===== src/rtl/fetch_seq_pkg.sv =====
// fetch_seq_pkg: shared types for the fetch sequencer.
// States, opcodes and the instruction-register layout.
package fetch_seq_pkg;

  typedef logic [2:0] state_t;

  localparam state_t S_IDLE      = 3'd0;
  localparam state_t S_FETCH     = 3'd1;
  localparam state_t S_DECODE    = 3'd2;
  localparam state_t S_EXECUTE   = 3'd3;
  localparam state_t S_WRITEBACK = 3'd4;
  localparam state_t S_HALT      = 3'd5;
  localparam state_t S_ERROR     = 3'd6;

  localparam logic [3:0] OP_NOP  = 4'h0;
  localparam logic [3:0] OP_BZ   = 4'hD;
  localparam logic [3:0] OP_JMP  = 4'hE;
  localparam logic [3:0] OP_HALT = 4'hF;

  typedef struct packed {
    logic [3:0] ctrl;
    logic [3:0] addr1;
    logic [3:0] addr2;
    logic [7:0] word;
  } ir_t;

endpackage


===== src/rtl/fetch_seq_if.sv =====
// fetch_seq_if: instruction-memory and datapath bus of the sequencer.
// master = sequencer side, slave = memory/datapath side.
interface fetch_seq_if #(
  parameter int PC_W = 4
);
  logic [PC_W-1:0] read_add;
  logic [3:0]      ins_addr1;
  logic [3:0]      ins_addr2;
  logic [3:0]      ins_ctrl;
  logic [7:0]      ins_word;
  logic            zero_flag;
  logic            exe_done;
  logic [3:0]      rf_rd_addr1;
  logic [3:0]      rf_rd_addr2;
  logic [3:0]      alu_op;
  logic [7:0]      imm;
  logic            exe_req;
  logic            rf_wr_en;
  logic [3:0]      rf_wr_addr;
  logic            busy;
  logic            halted;
  logic            err;

  modport master (
    output read_add, rf_rd_addr1, rf_rd_addr2,
    output alu_op, imm, exe_req,
    output rf_wr_en, rf_wr_addr,
    output busy, halted, err,
    input  ins_addr1, ins_addr2, ins_ctrl,
    input  ins_word, zero_flag, exe_done
  );

  modport slave (
    input  read_add, rf_rd_addr1, rf_rd_addr2,
    input  alu_op, imm, exe_req,
    input  rf_wr_en, rf_wr_addr,
    input  busy, halted, err,
    output ins_addr1, ins_addr2, ins_ctrl,
    output ins_word, zero_flag, exe_done
  );

endinterface


===== src/rtl/fetch_sequencer_watchdog.sv =====
// exe_watchdog: counts EXECUTE cycles, flags the last allowed one.
// expire is high in the EXE_TIMEOUT-th enabled cycle after a clear.
module exe_watchdog #(
  parameter int EXE_TIMEOUT = 15
) (
  input  logic clk,
  input  logic rst_n,
  input  logic clr,
  input  logic en,
  output logic expire
);

  localparam int CW = $clog2(EXE_TIMEOUT + 1);

  logic [CW-1:0] cnt_q;

  assign expire = en && (cnt_q == CW'(EXE_TIMEOUT - 1));

  // count enabled cycles, hold once the limit is reached
  always_ff @(posedge clk or negedge rst_n) begin
    if (!rst_n)
      cnt_q <= '0;
    else if (clr)
      cnt_q <= '0;
    else if (en && !expire)
      cnt_q <= cnt_q + CW'(1);
  end

endmodule


===== src/rtl/fetch_sequencer.sv =====
// fetch_sequencer: multi-cycle fetch/decode/execute/writeback control.
// Define FETCH_SEQ_BRANCH_EN to enable the BZ/JMP opcodes.
module fetch_sequencer
  import fetch_seq_pkg::*;
#(
  parameter int              PC_W        = 4,
  parameter logic [PC_W-1:0] RESET_PC    = '0,
  parameter int              EXE_TIMEOUT = 15
) (
  input  logic         clk,
  input  logic         rst,
  input  logic         start,
  fetch_seq_if.master  bus
);

  state_t          state_q, state_d;
  logic [PC_W-1:0] pc_q, pc_d;
  logic [PC_W-1:0] pc_inc;
  ir_t             ir_q;
  logic            op_alu;
  logic            wd_expire;

  assign pc_inc = pc_q + PC_W'(1);
  assign op_alu = (ir_q.ctrl >= 4'h1) &&
                  (ir_q.ctrl <= 4'hC);

`ifdef FETCH_SEQ_BRANCH_EN
  logic [PC_W-1:0] tgt;
  assign tgt = ir_q.word[PC_W-1:0];
`else
  logic unused_zero;
  assign unused_zero = bus.zero_flag;
`endif

  exe_watchdog #(
    .EXE_TIMEOUT (EXE_TIMEOUT)
  ) u_wd (
    .clk    (clk),
    .rst_n  (rst),
    .clr    (state_q != S_EXECUTE),
    .en     (state_q == S_EXECUTE),
    .expire (wd_expire)
  );

  // next-state and next-PC selection
  always_comb begin
    state_d = state_q;
    pc_d    = pc_q;
    unique case (state_q)
      S_IDLE, S_HALT: begin
        if (start) begin
          state_d = S_FETCH;
          pc_d    = RESET_PC;
        end
      end
      S_FETCH: state_d = S_DECODE;
      S_DECODE: begin
        unique case (1'b1)
          ir_q.ctrl == OP_HALT:
            state_d = S_HALT;
          op_alu:
            state_d = S_EXECUTE;
`ifdef FETCH_SEQ_BRANCH_EN
          ir_q.ctrl == OP_JMP: begin
            state_d = S_FETCH;
            pc_d    = tgt;
          end
          ir_q.ctrl == OP_BZ: begin
            state_d = S_FETCH;
            pc_d    = bus.zero_flag ? tgt : pc_inc;
          end
`endif
          default: begin
            state_d = S_FETCH;
            pc_d    = pc_inc;
          end
        endcase
      end
      S_EXECUTE: begin
        if (bus.exe_done)
          state_d = S_WRITEBACK;
        else if (wd_expire)
          state_d = S_ERROR;
      end
      S_WRITEBACK: begin
        state_d = S_FETCH;
        pc_d    = pc_inc;
      end
      S_ERROR: state_d = S_ERROR;
      default: state_d = S_IDLE;
    endcase
  end

  // state, PC and instruction register
  always_ff @(posedge clk or negedge rst) begin
    if (!rst) begin
      state_q <= S_IDLE;
      pc_q    <= RESET_PC;
      ir_q    <= '0;
    end else begin
      state_q <= state_d;
      pc_q    <= pc_d;
      if (state_q == S_FETCH)
        ir_q <= '{ctrl:  bus.ins_ctrl,
                  addr1: bus.ins_addr1,
                  addr2: bus.ins_addr2,
                  word:  bus.ins_word};
    end
  end

  assign bus.read_add    = pc_q;
  assign bus.rf_rd_addr1 = ir_q.addr1;
  assign bus.rf_rd_addr2 = ir_q.addr2;
  assign bus.alu_op      = ir_q.ctrl;
  assign bus.imm         = ir_q.word;
  assign bus.rf_wr_addr  = ir_q.addr1;
  assign bus.exe_req     = state_q == S_EXECUTE;
  assign bus.rf_wr_en    = state_q == S_WRITEBACK;
  assign bus.halted      = state_q == S_HALT;
  assign bus.err         = state_q == S_ERROR;
  assign bus.busy        = (state_q == S_FETCH)   ||
                           (state_q == S_DECODE)  ||
                           (state_q == S_EXECUTE) ||
                           (state_q == S_WRITEBACK);

endmodule


===== src/flat_wrapper.sv =====
// flat-port wrapper written by rule: the top's interface ports become plain ports
module fetch_sequencer_flat import fetch_seq_pkg::*;
#(
  parameter int              PC_W        = 4,
  parameter logic [PC_W-1:0] RESET_PC    = '0,
  parameter int              EXE_TIMEOUT = 15
)
  (clk, rst, start, bus_read_add, bus_rf_rd_addr1, bus_rf_rd_addr2, bus_alu_op, bus_imm, bus_exe_req, bus_rf_wr_en, bus_rf_wr_addr, bus_busy, bus_halted, bus_err, bus_ins_addr1, bus_ins_addr2, bus_ins_ctrl, bus_ins_word, bus_zero_flag, bus_exe_done);
  fetch_seq_if #(.PC_W(PC_W)) bus_i ();
  input  logic clk;
  input  logic rst;
  input  logic start;
  output wire logic [$bits(bus_i.read_add)-1:0] bus_read_add;
  output wire logic [$bits(bus_i.rf_rd_addr1)-1:0] bus_rf_rd_addr1;
  output wire logic [$bits(bus_i.rf_rd_addr2)-1:0] bus_rf_rd_addr2;
  output wire logic [$bits(bus_i.alu_op)-1:0] bus_alu_op;
  output wire logic [$bits(bus_i.imm)-1:0] bus_imm;
  output wire logic [$bits(bus_i.exe_req)-1:0] bus_exe_req;
  output wire logic [$bits(bus_i.rf_wr_en)-1:0] bus_rf_wr_en;
  output wire logic [$bits(bus_i.rf_wr_addr)-1:0] bus_rf_wr_addr;
  output wire logic [$bits(bus_i.busy)-1:0] bus_busy;
  output wire logic [$bits(bus_i.halted)-1:0] bus_halted;
  output wire logic [$bits(bus_i.err)-1:0] bus_err;
  input wire logic [$bits(bus_i.ins_addr1)-1:0] bus_ins_addr1;
  input wire logic [$bits(bus_i.ins_addr2)-1:0] bus_ins_addr2;
  input wire logic [$bits(bus_i.ins_ctrl)-1:0] bus_ins_ctrl;
  input wire logic [$bits(bus_i.ins_word)-1:0] bus_ins_word;
  input wire logic [$bits(bus_i.zero_flag)-1:0] bus_zero_flag;
  input wire logic [$bits(bus_i.exe_done)-1:0] bus_exe_done;
  assign bus_read_add = bus_i.read_add;
  assign bus_rf_rd_addr1 = bus_i.rf_rd_addr1;
  assign bus_rf_rd_addr2 = bus_i.rf_rd_addr2;
  assign bus_alu_op = bus_i.alu_op;
  assign bus_imm = bus_i.imm;
  assign bus_exe_req = bus_i.exe_req;
  assign bus_rf_wr_en = bus_i.rf_wr_en;
  assign bus_rf_wr_addr = bus_i.rf_wr_addr;
  assign bus_busy = bus_i.busy;
  assign bus_halted = bus_i.halted;
  assign bus_err = bus_i.err;
  assign bus_i.ins_addr1 = bus_ins_addr1;
  assign bus_i.ins_addr2 = bus_ins_addr2;
  assign bus_i.ins_ctrl = bus_ins_ctrl;
  assign bus_i.ins_word = bus_ins_word;
  assign bus_i.zero_flag = bus_zero_flag;
  assign bus_i.exe_done = bus_exe_done;
  fetch_sequencer #(.PC_W(PC_W), .RESET_PC(RESET_PC), .EXE_TIMEOUT(EXE_TIMEOUT)) u_core (.clk(clk), .rst(rst), .start(start), .bus(bus_i));
endmodule

===== config.mk =====
export PLATFORM = sky130hd
export DESIGN_NAME = fetch_sequencer_flat
export DESIGN_NICKNAME = d
export VERILOG_FILES = /design/src/rtl/fetch_seq_pkg.sv /design/src/rtl/fetch_seq_if.sv /design/src/rtl/fetch_sequencer_watchdog.sv /design/src/rtl/fetch_sequencer.sv /design/src/flat_wrapper.sv
export SDC_FILE = /design/constraint.sdc
export NUM_CORES = 1
export LEC_CHECK = 0
export CELL_PAD_IN_SITES_DETAIL_PLACEMENT = 0
export CELL_PAD_IN_SITES_GLOBAL_PLACEMENT = 1
export CORE_ASPECT_RATIO = 0.9
export CORE_UTILIZATION = 34
export CTS_BUF_LIST = sky130_fd_sc_hd__clkbuf_4
export DETAILED_ROUTE_END_ITERATION = 7
export PLACE_DENSITY_LB_ADDON = 0.1
export REMOVE_ABC_BUFFERS = 1
export SYNTH_ARGS = -nofsm -noshare
export SYNTH_HDL_FRONTEND = slang
export SYNTH_SLANG_ARGS = --single-unit
export TNS_END_PERCENT = 5

===== constraint.sdc =====
create_clock -name clk -period 2.1 [get_ports clk]
set_input_delay 0.525 -clock clk [delete_from_list [all_inputs] [get_ports clk]]
set_output_delay 0.525 -clock clk [all_outputs]
set_load 0.05 [all_outputs]

Yosys cells after proc, flatten, opt, wreduce, memory -nomap -nowiden
Index checks and enable logic that the tools add are counted.
- bits in registers: 31
- bits of input ports: 25
- output and inout bits: 33
- logic and storage cells: 47
- add/subtract/negate cells: 2
- magnitude comparators: 2
- equality and inequality tests: 12
- muxes and demuxes: 10
- reduce and logical (&&, ||, !) cells: 14
- operators by type and width (cell ; number):
    $pmux W3 S6 ; 1
    $mux W4 ; 4
    $pmux W4 S3 ; 1
    $eq A3 B3 Y1 const B ; 3
    $mux W3 ; 3
    $add A4 B1 Y4 const B ; 2
    $eq A4 B4 Y1 const B ; 2
    $eq A3 B2 Y1 const B ; 2
    $ne A3 B2 Y1 const B ; 2
    $pmux W3 S2 ; 1
    $ge A4 B1 Y1 const B ; 1
    $le A4 B4 Y1 const B ; 1
    $ne A2 B2 Y1 const B ; 2
    $reduce_or A2 Y1 ; 2
    $eq A3 B1 Y1 const B ; 1
    $logic_and A1 B1 Y1 ; 3
    $logic_not A3 Y1 ; 1
    $logic_or A1 B1 Y1 ; 3
    $reduce_and A3 Y1 ; 1
    $reduce_bool A3 Y1 ; 1
    $reduce_and A2 Y1 ; 1
    $reduce_bool A2 Y1 ; 1
    $logic_not A1 Y1 ; 1

Logic depth before layout (Yosys ltp)
- word-level depth: 6
- depth in mapped cells: 5
- depth with buffers taken out: 5

Cells and area by module
Synthesis repeated with hierarchy kept, for this count alone.
- cells, all modules: 129
- area total of the unflattened synthesis: 1541.5 µm²
- by module, submodules not included (module ; times used ; cells each ; area an instance (µm²) ; sequential area each (µm²)):
    fetch_sequencer ; 1 ; 105 ; 1287.5 ; 675.6
    exe_watchdog ; 1 ; 24 ; 254.0 ; 100.1

Least setup slack after synthesis
Ideal clock, no wire load.
- kind: register to output
- start point: register u_core.state_q[0]
- end point: output bus_err
- data arrival time: 1753 ps
- data required time: 1575 ps
- path slack: -178 ps
- cell stages (with the launch flop): 3
- path buffers: 1
- path through: dfrtp_1 > buf_4 > nor3b_1
- longest elaborated chain between the ends: 1
- ends and longest elaborated chain (what ; line ; text):
    start, declared ; fetch_sequencer.sv:16 ; state_t state_q, state_d;
    start signal, assigned ; fetch_sequencer.sv:101 ; state_q <= state_d;
    $eq A3 B3 Y1 ; fetch_sequencer.sv:120 ; assign bus.err = state_q == S_ERROR;
    end, declared ; flat_wrapper.sv:23 ; output wire logic [$bits(bus_i.err)-1:0] bus_err;
No other way between the ends.

Worst setup path after layout
- start point: register u_core.pc_q[3] (netlist: u_core.bus.read_add[3])
- end point: output bus_read_add[3]
- RTL lines (what ; line ; text):
    start, declared ; fetch_sequencer.sv:17 ; logic [PC_W-1:0] pc_q, pc_d;
    start signal, assigned ; fetch_sequencer.sv:102 ; pc_q <= pc_d;
    end, declared ; flat_wrapper.sv:13 ; output wire logic [$bits(bus_i.read_add)-1:0] bus_read_add;
No word-level cell between the ends.

==> run_results.csv <==
group,metric,value,unit
setup_path,critical_path_class,"flop to primary output",
sta,clock.fmax,489,MHz
floorplanning,io_pins,58,
grt,antenna_found_initial,0,
place,io_buffers,56,
drt,num_vias,1192,
setup_path,cp-start-kind,"flop",
place,dpl_cell_area,2150,µm²
finish,postLayoutCoreUtil,55.9,%
floorplanning,start_util,36.3,%
grt,grt_max_degree,32,
clock_network,cts.reportedPaths.clkPinSlew,0.10,ns
drt,met3_length,221,µm
finish,multi_input_area,662,µm²
setup_path,cp_top_family,"buffers and inverters",
setup_path,worstPathRequired,1.57,ns
setup_path,crit_slowest_cell,"clkdlybuf4s50_1",
clock_network,cts-htree-levels,2,
run_status,status,"completed",
place,dp.final_hpwl,2270,µm
finish,register_area,778,µm²
floorplanning,die_h,65.2,µm
logic_synthesis,syn_area,1510,µm²
grt,grt_pass1_vias,1262,
logic_synthesis,ys_seq_elements,31,
place,place_ws,0.136,ns
drt,drt_first_pass_iters,4,
clock_network,clk_latency,0.34,ns
logic_synthesis,synth_cell_types,38,
sta,rsz0062_at_grt,"no",
logic_synthesis,avgSynthCellArea,12.2,µm²
finish,nFillCells,351,
finish,stdcell_area,2320,µm²
logic_synthesis,synth-async-reset-ratio,100,%
sta,tightest_slew,0.515,ns
logic_synthesis,synth-main-ff-cell,"dfrtp_1",
logic_synthesis,synthCells,124,
sta,slew_violations,0,
grt,grt_pass1_wl,5720,µm
drt,wl_met1,1400,µm
sta,hold_viol_final,0,
sta,fin_crit_sh,97.4,%
drt,ant_nets,0,
setup_path,arrival,1.52,ns
setup_path,critPathCaptureType,"primary output",
drt,wire_per_inst,13.2,µm
clock_network,cts_tree,"built",
drt,viasPerCell,4.81,
setup_path,critical_path_buf_inv_count,1,
sta,finalSetupViolations,0,
setup_path,critical_path.cell_chain,"clkdlybuf4s50_1",
clock_network,cts-buffers-inserted,5,
clock_network,cts_buffer_depth,2,
sta,relSlewSlack,65.6,%
clock_network,cts_num_sinks,31,
drt,routed.top_layer,"met4",
floorplanning,dieArea,4710,µm²
sta,skew,0.0112,ns
floorplanning,core,4160,µm²
logic_synthesis,ys_seq_area_share,51.4,%
flow_run,drv_cap,0,
place,gp_congestion,0.758,
finish,drive_gt1_share,29.8,%
drt,wl_met2,1580,µm
setup_path,cpPeakStageDelay,0.81,ns
drt,drc,0,
drt,drt_iter0_markers,58,
finish,areaGrowthSynthToFinish,53.8,%
floorplanning,die_x,72.3,µm
setup_path,r2r_slack,0.29,ns
floorplanning,core.rowCount,22,
grt,track_usage,16.0,%
logic_synthesis,ys_warn_count,0,
worst_hold_path,hold_path_class,"flop to flop",
clock_network,holdBufCountCts,0,
sta,setup_slack,0.0549,ns
drt,wl,3270,µm
grt,gr-total-overflow,0,
logic_synthesis,synth_edf_count,0,
setup_path,cp_max_fo,3,
finish,nets,215,
clock_network,cts-root-buf,"clkbuf_4",
sta,fin_crit,2.05,ns
finish,diodes,0,
## synth_stat cells, drive strengths merged (2+ instances only)
master / count / area, µm²
o2bb2ai: 3 / 26.3
nand2: 4 / 15.0
xnor2: 4 / 35.0
dfrtp: 31 / 776
o22ai: 2 / 18.8
nand3: 3 / 15.0
o31ai: 2 / 15.0
buf: 9 / 60.1
nand2b: 2 / 12.5
nor3: 2 / 10.0
inv: 4 / 15.0
nor3b: 2 / 15.0
nand4b: 2 / 17.5
mux2: 21 / 240
ha: 3 / 37.5
a31oi: 3 / 33.8
a21oi: 3 / 15.0
nor2: 9 / 36.3
## flip-flops by register name, summed over array words and instances, names as in the netlist
signal / count
u_core.u_wd.cnt_q: 4
u_core.state_q: 3
u_core.bus.imm: 8
u_core.bus.rf_rd_addr1: 4
u_core.bus.rf_rd_addr2: 4
u_core.bus.alu_op: 4
u_core.bus.read_add: 4
## final timing paths
check                                                       from                               endpoint  cells after the start
setup / recovery              u_core.bus.read_add[3]$_DFFE_PN0P_                        bus_read_add[3]                      1
hold / removal             u_core.bus.rf_rd_addr2[1]$_DFFE_PN0P_  u_core.bus.rf_rd_addr2[1]$_DFFE_PN0P_                      1
setup reg to reg                   u_core.state_q[1]$_DFFE_PN0P_     u_core.bus.read_add[0]$_DFFE_PN0P_                      6
hold reg to reg            u_core.bus.rf_rd_addr2[1]$_DFFE_PN0P_  u_core.bus.rf_rd_addr2[1]$_DFFE_PN0P_                      1
max in group asynchronous                                    rst          u_core.state_q[1]$_DFFE_PN0P_                      2
min in group asynchronous                                    rst     u_core.bus.read_add[2]$_DFFE_PN0P_                      2
## area by class of cell
cell class              count  area share [%]
clock buffers               6            1.94
clock inverters             2            2.59
inverters                   4           0.647
multi-input cells          80            28.5
flip-flops and latches     31            33.5
well taps                  60            3.23
repair buffers             65            29.6
## timing repair
action | CTS | global route
resized for setup | 3 | 10
setup endpoints to repair | 3 | 10
hold endpoints to repair | 0 | 0
buffers inserted | 5 | 0
## kinds of logic after synthesis
| logic type | synth area share, % |
|---|---|
| and+or+nand+nor | 12.1 |
| DFF | 51.4 |
| muxes | 16.6 |
| AOI/OAI and AO/OA | 10.2 |
| buffers and inverters | 4.97 |
| xor gates and xnor gates | 2.32 |
| adders and majority gates | 2.49 |
## metrics by stage
step	hold WS [ns]	setup TNS [ns]	instances
finish	0.513	0	248
global route	0.537	0	248
CTS	0.520	0	248
detailed placement	0.494	0	235
global placement	0.489	0	235
floorplan	0.229	-0.184	115
## cells in the final DEF, fill, tap and decap left out, types with 2 or more instances in the layout
cell type        instances
inv_1                    4
buf_4                   14
clkdlybuf4s50_1         36
buf_12                   5
dfrtp_2                  2
dlymetal6s2s_1           9
a31oi_1                  2
nand2b_1                 2
bufinv_16                2
dfrtp_1                 29
mux2_2                  20
nor2_1                   8
nor3b_1                  2
nand4b_1                 2
o31ai_1                  2
ha_1                     3
nand3_1                  3
nand2_1                  4
clkbuf_4                 6
xnor2_1                  4
a21oi_1                  3
o2bb2ai_1                3
nor3_1                   2
## routing by layer
| layer | vias to the layer above | global-route usage (%) |
|---|---|---|
| met1 | 572 | 18.5 |
| met2 | 42 | 27.3 |
| met3 | 8 | 4.75 |
| met5 | - | 0 |
| li1 | 570 | - |
| met4 | 0 | 7.35 |
Power is left out: the tool's default activity adds up to more than one toggle a clock period on the data nets, which glitch-free logic cannot reach.
